**config.mk**
```make
export PLATFORM = sky130hd
export DESIGN_NAME = u109_sync_fifo_flat
export DESIGN_NICKNAME = d
export VERILOG_FILES = /design/src/rtl/u109_sync_fifo_if.sv /design/src/rtl/u109_sync_fifo.sv /design/src/flat_wrapper.sv
export SDC_FILE = /design/constraint.sdc
export NUM_CORES = 1
export LEC_CHECK = 0
export CAP_MARGIN = 30
export CORE_ASPECT_RATIO = 1.4
export CORE_MARGIN = 2
export CORE_UTILIZATION = 60
export CTS_CLUSTER_DIAMETER = 100
export DETAILED_ROUTE_END_ITERATION = 10
export PLACE_DENSITY = 0.76
export SLEW_MARGIN = 15
export SYNTH_ARGS = -nofsm -noshare
export SYNTH_HDL_FRONTEND = slang
export SYNTH_SLANG_ARGS = --single-unit
```
**constraint.sdc**
```tcl
create_clock -name clk -period 4.8 [get_ports clk]
set_clock_uncertainty 0.15 [all_clocks]
set_input_delay 0.96 -clock clk [delete_from_list [all_inputs] [get_ports clk]]
set_output_delay 0.96 -clock clk [all_outputs]
set_load 0.02 [all_outputs]
```
**src/rtl/u109_sync_fifo_if.sv**
```systemverilog
`default_nettype none
// +----------------------------------------------------------------------------+
// | Module      : u109_sync_fifo_if                                            |
// | Description : Handshake bundle between U109 producer/consumer and the FWFT |
// |               FIFO. With U109_FIFO_LEVEL_EN defined it also carries the    |
// |               occupancy count.                                             |
// | Revision    : 1.0 - initial release                                        |
// +----------------------------------------------------------------------------+
interface u109_sync_fifo_if #(
  parameter int DATA_W = 32,
  parameter int DEPTH  = 16
);
  localparam int ADDR_W = $clog2(DEPTH);

  logic              wr_valid;
  logic [DATA_W-1:0] wr_data;
  logic              wr_ready;
  logic              rd_valid;
  logic              rd_ready;
  logic [DATA_W-1:0] rd_data;
`ifdef U109_FIFO_LEVEL_EN
  logic [ADDR_W:0]   level;
`endif

  // User side: drives the write word and the pop request
  modport master (
    output wr_valid, wr_data, rd_valid,
    input  wr_ready, rd_ready, rd_data
`ifdef U109_FIFO_LEVEL_EN
    , input level
`endif
  );

  // FIFO side
  modport slave (
    input  wr_valid, wr_data, rd_valid,
    output wr_ready, rd_ready, rd_data
`ifdef U109_FIFO_LEVEL_EN
    , output level
`endif
  );
endinterface
`default_nettype wire

```
**src/rtl/u109_sync_fifo.sv**
```systemverilog
`default_nettype none
// +----------------------------------------------------------------------------+
// | Module      : u109_sync_fifo                                               |
// | Description : Single-clock first-word-fall-through FIFO, valid/ready on    |
// |               both sides. Pointers carry an extra wrap bit so that full    |
// |               and empty are distinguishable without a counter.             |
// |               Optional macro U109_FIFO_LEVEL_EN adds a registered          |
// |               occupancy output (level).                                    |
// | Revision    : 1.0 - initial release                                        |
// +----------------------------------------------------------------------------+
module u109_sync_fifo #(
  parameter int DATA_W = 32,
  parameter int DEPTH  = 16
) (
  input  logic                 clk,
  input  logic                 rst_n,
  u109_sync_fifo_if.slave      bus
);
  localparam int ADDR_W = $clog2(DEPTH);
  localparam logic [ADDR_W:0] PTR_ONE = {{ADDR_W{1'b0}}, 1'b1};

  logic [ADDR_W:0]   wr_ptr_q, wr_ptr_d;
  logic [ADDR_W:0]   rd_ptr_q, rd_ptr_d;
  logic [DATA_W-1:0] mem_q [DEPTH];
  logic              empty;
  logic              full;
  logic              wr_en;
  logic              rd_en;

  // Flags come only from the registered pointers; reset forces both readies low
  always_comb begin
    empty        = (wr_ptr_q == rd_ptr_q);
    full         = (wr_ptr_q[ADDR_W] != rd_ptr_q[ADDR_W]) &&
                   (wr_ptr_q[ADDR_W-1:0] == rd_ptr_q[ADDR_W-1:0]);
    bus.wr_ready = rst_n & ~full;
    bus.rd_ready = rst_n & ~empty;
    wr_en        = bus.wr_valid & bus.wr_ready;
    rd_en        = bus.rd_valid & bus.rd_ready;
  end

  // Head word falls through combinationally; zero whenever nothing is readable
  always_comb begin
    bus.rd_data = '0;
    if (bus.rd_ready) begin
      bus.rd_data = mem_q[rd_ptr_q[ADDR_W-1:0]];
    end
  end

  // Next pointer values; natural overflow of the extra bit gives modulo 2*DEPTH
  always_comb begin
    wr_ptr_d = wr_ptr_q;
    rd_ptr_d = rd_ptr_q;
    if (wr_en) begin
      wr_ptr_d = wr_ptr_q + PTR_ONE;
    end
    if (rd_en) begin
      rd_ptr_d = rd_ptr_q + PTR_ONE;
    end
  end

  // Pointer registers, cleared asynchronously so the FIFO empties on reset
  always_ff @(posedge clk or negedge rst_n) begin
    if (!rst_n) begin
      wr_ptr_q <= '0;
      rd_ptr_q <= '0;
    end else begin
      wr_ptr_q <= wr_ptr_d;
      rd_ptr_q <= rd_ptr_d;
    end
  end

  // Storage array; contents are not reset since empty pointers hide them
  always_ff @(posedge clk) begin
    if (wr_en) begin
      mem_q[wr_ptr_q[ADDR_W-1:0]] <= bus.wr_data;
    end
  end

`ifdef U109_FIFO_LEVEL_EN
  logic [ADDR_W:0] level_q, level_d;

  // Occupancy moves only when exactly one side of the handshake fires
  always_comb begin
    level_d = level_q;
    case ({wr_en, rd_en})
      2'b10:   level_d = level_q + PTR_ONE;
      2'b01:   level_d = level_q - PTR_ONE;
      default: level_d = level_q;
    endcase
  end

  // Occupancy register
  always_ff @(posedge clk or negedge rst_n) begin
    if (!rst_n) begin
      level_q <= '0;
    end else begin
      level_q <= level_d;
    end
  end

  assign bus.level = level_q;
`endif

endmodule
`default_nettype wire

```
**src/flat_wrapper.sv**
```systemverilog
// flat-port wrapper written by rule: the top's interface ports become plain ports
module u109_sync_fifo_flat 
#(
  parameter int DATA_W = 32,
  parameter int DEPTH  = 16
)
  (clk, rst_n, bus_wr_valid, bus_wr_data, bus_rd_valid, bus_wr_ready, bus_rd_ready, bus_rd_data);
  u109_sync_fifo_if #(.DATA_W(DATA_W), .DEPTH(DEPTH)) bus_i ();
  input  logic clk;
  input  logic rst_n;
  input wire logic [$bits(bus_i.wr_valid)-1:0] bus_wr_valid;
  input wire logic [$bits(bus_i.wr_data)-1:0] bus_wr_data;
  input wire logic [$bits(bus_i.rd_valid)-1:0] bus_rd_valid;
  output wire logic [$bits(bus_i.wr_ready)-1:0] bus_wr_ready;
  output wire logic [$bits(bus_i.rd_ready)-1:0] bus_rd_ready;
  output wire logic [$bits(bus_i.rd_data)-1:0] bus_rd_data;
  assign bus_i.wr_valid = bus_wr_valid;
  assign bus_i.wr_data = bus_wr_data;
  assign bus_i.rd_valid = bus_rd_valid;
  assign bus_wr_ready = bus_i.wr_ready;
  assign bus_rd_ready = bus_i.rd_ready;
  assign bus_rd_data = bus_i.rd_data;
  u109_sync_fifo #(.DATA_W(DATA_W), .DEPTH(DEPTH)) u_core (.clk(clk), .rst_n(rst_n), .bus(bus_i));
endmodule
```
==> results.sh, run 1 <==
export IMPL_cts_tree="built"
export IMPL_synthMuxAreaShare=0.146
export IMPL_min_to="u_core.rd_ptr_q[4]$_DFFE_PN0P_"
export IMPL_ys_seq_area_frac=0.786
export IMPL_synth_top_family_by_area="multiplexers"
export IMPL_syn_num_nets=906
export IMPL_initial_core_util=0.612
export IMPL_ys_warn_count=0
export IMPL_finalWeightedCongestion=0.760
export IMPL_power_total_mw=12.9
export IMPL_cts_sinks=522
export IMPL_fin_area_sq_um=22900
export IMPL_path_clk_slew_ns=0.06
export IMPL_r2r_end="u_core.mem_q[14][17]$_DFFE_PP_"
export IMPL_portBuffers=69
export IMPL_ys_seq_elements=522
export IMPL_fin_tns_setup_ns=0
export IMPL_min_period_over_period=0.953
export IMPL_synth_cells=865
export IMPL_drc=0
export IMPL_slew_headroom=0.399
export IMPL_numCtsBuffers=46
export IMPL_cts_setup_buffers=0
export IMPL_path_max_fanout=18
export IMPL_antenna_found_initial=0
export IMPL_drv_slew=0
export IMPL_die_area_sq_um=34600
export IMPL_fmax_mhz=219
export IMPL_start_kind="register"
export IMPL_worst_slew_pin_slew_ns=0.901
export IMPL_fin_crit_ns=4.57
export IMPL_synthFlopType="edfxtp_1"
export IMPL_drv_cap=0
export IMPL_synthArstFlopShare=0.0192
export IMPL_syn_area_sq_um=19900
export IMPL_antenna_left=0
export IMPL_final_nets=1001
export IMPL_crit_arrival_ns=3.46
export IMPL_crit_type="reg2out"
export IMPL_final_layout_size_suffix_gt1_frac=0.254
export IMPL_vias=9297
export IMPL_synth_fa_ha_area_frac=0.00315
export IMPL_core_area_sq_um=32500
export IMPL_worstHoldPathCells=1
export IMPL_hold_buffers=0
export IMPL_grt_usage=0.256
export IMPL_totalWireLength_microns=42700
export IMPL_syn2layout_area_growth_pct=15.2
export IMPL_cts_path_max_buffers=3
export IMPL_htreeDepth=2
export IMPL_peakVddDrop_v=0.000459
export IMPL_yosys_area_share_simple=0.00938
export IMPL_synthDistinctLibCells=27
export IMPL_syn_avg_cell_area_sq_um=23.0
export IMPL_post_drt_wl_per_cell_microns=29.8
export IMPL_antenna_cells=0
export IMPL_synthXorXnorAreaFrac=0.00617
export IMPL_cts_resized=0
export IMPL_first_pass_iters=5
export IMPL_drtIter0Drc=912
export IMPL_rsz0062_at_grt="no"
export IMPL_p_leak_nw=7.17
export IMPL_clock_latency_ns=0.54
export IMPL_ios=70
export IMPL_rows=78
export IMPL_ctsRootBufferMaster="clkbuf_16"
export IMPL_status="complete, no violations"
export IMPL_gr_total_overflow=0
export IMPL_grt_pass1_vias=9647
export IMPL_postPlaceCellArea_sq_um=21400
export IMPL_grt_max_degree=132
export IMPL_fp_dieW_microns=158
export IMPL_worst_setup_path_end_kind="primary output"
export IMPL_synth_compound_area_share=0.0363
export IMPL_hold_class="reg2reg"
export IMPL_die_h_microns=219
export IMPL_setup_viol=0
export IMPL_required_ns=3.69
export IMPL_place_hpwl_microns=21700
export IMPL_rrSetupSlack_ns=1.53
export IMPL_grt_pass1_wl_microns=62600
export IMPL_synth_edff_count=512
export IMPL_finalHoldViolCount=0
export IMPL_reg2regPathDepth=5
export IMPL_r2r_start="u_core.rd_ptr_q[0]$_DFFE_PN0P_"
export IMPL_power_density_nw_per_um2=561
export IMPL_hold_start="u_core.rd_ptr_q[4]$_DFFE_PN0P_"
export IMPL_viasPerCell=6.49
## cells by family after synthesis
| group | count (synthesis) |
|---|---|
| flops | 522 |
| mux | 130 |
| compound gates | 106 |
| buf+inv | 57 |
| simple gates | 31 |
| xor+xnor | 14 |
| fa+ha+maj | 5 |
## synth_stat cells (4+ instances only)
master	count	area, sq um
a21oi_1	35	175
a22oi_1	64	480
and2_1	5	31.3
and3_1	12	75.1
buf_1	6	22.5
buf_2	21	105
buf_4	4	30.0
clkbuf_1	20	75.1
dfrtp_1	10	250
edfxtp_1	512	15400
ha_1	5	62.6
inv_1	5	18.8
mux4_2	128	2880
nand2_1	5	18.8
xor2_1	11	96.3
## registers in the layout, indices dropped and copies added (netlist names)
signal	count
u_core.rd_ptr_q	5
u_core.wr_ptr_q	5
u_core.mem_q	512
## report_power, final
group | internal [mW] | switching [mW]
Combinational | 1.71 | 1.97
Sequential | 5.29 | 0.164
Clock | 2.16 | 1.56
Total | 9.17 | 3.69
## cell type report
type	instances	area [sq um]
sequential	522	15600
fill	1901	9600
multi-input combinational	286	4050
clock buffer	52	1190
timing repair buffer	99	1130
tap	440	551
clock inverter	28	320
inverter	5	18.8
## stage by stage
step	util	std cells	worst slack [ns]	hold WS, ns
final	0.705	1432	0.226	0.387
after global routing	0.705	1432	0.0428	0.402
after CTS	0.705	1432	0.187	0.381
after detailed placement	0.658	1352	0.775	0.373
after global placement	0.658	1352	0.784	0.366
after floorplan	-	865	0.945	0.348
## routing by layer
layer | GRT usage | wire (microns)
met1 | 0.333 | 15600
met2 | 0.452 | 23300
met3 | 0.0355 | 2670
met4 | 0.0827 | 1220
met5 | 0 | 0
## worst max-delay path, stage by stage (launching register included)
cell and delay, ns:
dfrtp_4 0.61, xor2_1 0.23, nor4_4 0.57, a21bo_2 0.57, buf_12 0.23, a21oi_1 0.08
clkdlybuf4s50_1 0.58
## worst max-delay path by stage
stage | startpoint | endpoint | slack (ns) | cells after the start
detailed placement | rst_n | bus_rd_data[28] | 0.77 | 4
global placement | rst_n | bus_rd_data[28] | 0.78 | 4
global route | u_core.rd_ptr_q[0]$_DFFE_PN0P_ | bus_rd_data[12] | 0.04 | 6
CTS | u_core.rd_ptr_q[0]$_DFFE_PN0P_ | bus_rd_data[12] | 0.19 | 6
finish | u_core.rd_ptr_q[0]$_DFFE_PN0P_ | bus_rd_data[12] | 0.23 | 6
floorplan | bus_wr_valid | u_core.mem_q[15][0]$_DFFE_PP_ | 0.95 | 2
## cell usage in the layout (no fill, tap or decap), types with 4 or more instances in the layout
cell type,n
xor2_1,11
bufinv_16,7
clkbuf_16,47
clkbuf_1,5
a21oi_1,35
nand2_1,5
and3_2,12
edfxtp_1,512
ha_1,5
clkinv_2,9
buf_12,17
inv_1,5
buf_4,13
mux4_2,128
clkdlybuf4s50_1,69
clkinvlp_4,4
and2_2,4
dfrtp_1,8
clkinv_1,7
a22oi_1,64
No activity file was read; power rests on OpenSTA's default activity.
==> run 2: changes to the inputs <==
--- a/config.mk
+++ b/config.mk
@@ -9,9 +9,9 @@
 export CORE_ASPECT_RATIO = 1.4
 export CORE_MARGIN = 2
 export CORE_UTILIZATION = 60
-export CTS_CLUSTER_DIAMETER = 100
 export DETAILED_ROUTE_END_ITERATION = 10
 export PLACE_DENSITY = 0.76
+export REMOVE_ABC_BUFFERS = 1
 export SLEW_MARGIN = 15
 export SYNTH_ARGS = -nofsm -noshare
 export SYNTH_HDL_FRONTEND = slang
==> run 2 against run 1 <==
Compared with the run above:
- core utilization down 0.25 points
- critical path depth fell by 1
- clock-buffer cell count up 10
- worst hold slack improved by 0.0034 ns
- largest power group unchanged
==> results.sh, run 2 (synthesis gave the netlist of run 1 again) <==
export IMPL_hold_class="reg2reg"
export IMPL_post_drt_wl_per_cell_microns=29.5
export IMPL_antenna_left=0
export IMPL_drtIter0Drc=1088
export IMPL_cts_path_max_buffers=3
export IMPL_power_total_mw=12.7
export IMPL_crit_arrival_ns=3.36
export IMPL_fmax_mhz=224
export IMPL_cts_tree="built"
export IMPL_status="complete, no violations"
export IMPL_power_density_nw_per_um2=557
export IMPL_htreeDepth=2
export IMPL_grt_pass1_wl_microns=62200
export IMPL_peakVddDrop_v=0.000805
export IMPL_path_clk_slew_ns=0.06
export IMPL_fin_crit_ns=4.47
export IMPL_combPwrFrac=0.293
export IMPL_final_common_cell="edfxtp_1"
export IMPL_core_area_sq_um=32500
export IMPL_worstHoldPathCells=1
export IMPL_viasPerCell=6.60
export IMPL_ios=70
export IMPL_p_sw_mw=3.73
export IMPL_grt_usage=0.254
export IMPL_p_leak_nw=7.16
export IMPL_largest_reg_flops=512
export IMPL_drc=0
export IMPL_gr_total_overflow=0
export IMPL_required_ns=3.69
export IMPL_die_area_sq_um=34600
export IMPL_reg2regPathDepth=5
export IMPL_grt_max_degree=132
export IMPL_start_kind="register"
export IMPL_ctsRootBufferMaster="clkbuf_16"
export IMPL_critPathMaxStageDelay_ns=0.61
export IMPL_slew_headroom=0.367
export IMPL_hold_buffers=0
export IMPL_p_clk_frac=0.280
export IMPL_vias=9511
export IMPL_antenna_cells=0
export IMPL_place_hpwl_microns=22000
export IMPL_crit_buf_inv=2
export IMPL_grt_pass1_vias=9762
export IMPL_crit_chain="buf_12, mux4_2, a22oi_1, a21oi_1, clkdlybuf4s50_1"
export IMPL_cts_setup_buffers=0
export IMPL_setup_viol=0
export IMPL_worst_setup_path_end_kind="primary output"
export IMPL_final_layout_size_suffix_gt1_frac=0.257
export IMPL_initial_core_util=0.612
export IMPL_seq_power_share=0.426
export IMPL_cts_resized=0
export IMPL_switching_share=0.294
export IMPL_path_max_fanout=106
export IMPL_syn2layout_area_growth_pct=14.8
export IMPL_layout_common_cells="512 x edfxtp_1, 128 x mux4_2, 69 x clkdlybuf4s50_1"
export IMPL_fin_tns_setup_ns=0
export IMPL_rows=78
export IMPL_finalHoldViolCount=0
export IMPL_min_period_over_period=0.931
export IMPL_fp_dieW_microns=158
export IMPL_totalWireLength_microns=42500
export IMPL_clock_latency_ns=0.56
export IMPL_crit_type="reg2out"
export IMPL_fin_hold_ws_ns=0.391
export IMPL_final_nets=1007
export IMPL_crit_family="buffers and inverters"
export IMPL_worst_path_stages=5
export IMPL_antenna_found_initial=1
export IMPL_portBuffers=69
export IMPL_numCtsBuffers=46
export IMPL_finalWeightedCongestion=0.763
export IMPL_drv_slew=0
export IMPL_worst_slew_pin_slew_ns=0.947
export IMPL_die_h_microns=219
export IMPL_p_int_mw=8.97
export IMPL_rsz0062_at_grt="no"
export IMPL_drv_cap=0
export IMPL_first_pass_iters=5
export IMPL_cts_sinks=522
export IMPL_slowest_stage="mux4_2"
-- run 2: final timing paths --
path	from	end	slack [ns]
max	u_core.rd_ptr_q[0]$_DFFE_PN0P_	bus_rd_data[31]	0.33
min	u_core.rd_ptr_q[4]$_DFFE_PN0P_	u_core.rd_ptr_q[4]$_DFFE_PN0P_	0.39
max reg2reg	u_core.rd_ptr_q[3]$_DFFE_PN0P_	u_core.mem_q[7][26]$_DFFE_PP_	1.89
min reg2reg	u_core.rd_ptr_q[4]$_DFFE_PN0P_	u_core.rd_ptr_q[4]$_DFFE_PN0P_	0.39
max in group asynchronous	rst_n	u_core.rd_ptr_q[0]$_DFFE_PN0P_	3.72
min in group asynchronous	rst_n	u_core.rd_ptr_q[4]$_DFFE_PN0P_	0.59
-- run 2: layout make-up --
type	instances	area, sq um
clock buffers	62	1310
repair buffers	105	1100
clock inverters	22	158
inverters	5	18.8
fillers	1869	9680
flip-flops and latches	522	15600
multi-input cells	286	4050
well taps	440	551
-- run 2: per-layer routing --
metal	vias up	share of wire	global-route usage
li1	3904	-	-
met1	5021	0.37	0.351
met2	494	0.52	0.423
met3	90	0.079	0.0397
met4	2	0.029	0.0842
met5	-	0.00031	0
-- run 2: through the flow --
step | util | area, sq um | instances | worst slack [ns]
5_1_grt | 0.702 | 22800 | 1442 | 0.158
3_3_place_gp | 0.656 | 21300 | 1356 | 0.553
4_1_cts | 0.701 | 22800 | 1440 | 0.0214
6_report | 0.702 | 22800 | 1442 | 0.330
3_5_place_dp | 0.656 | 21300 | 1356 | 0.514
2_1_floorplan | - | 19600 | 813 | -3.28
-- run 2: power groups by stage --
stage          clock, mW  combinational [mW]  sequential, mW
2_1_floorplan          0                2.39            5.84
3_3_place_gp           0                3.71            5.49
3_5_place_dp           0                3.73            5.51
4_1_cts             3.61                3.76            5.42
5_1_grt             3.77                3.97            5.43
6_report            3.56                3.72            5.42
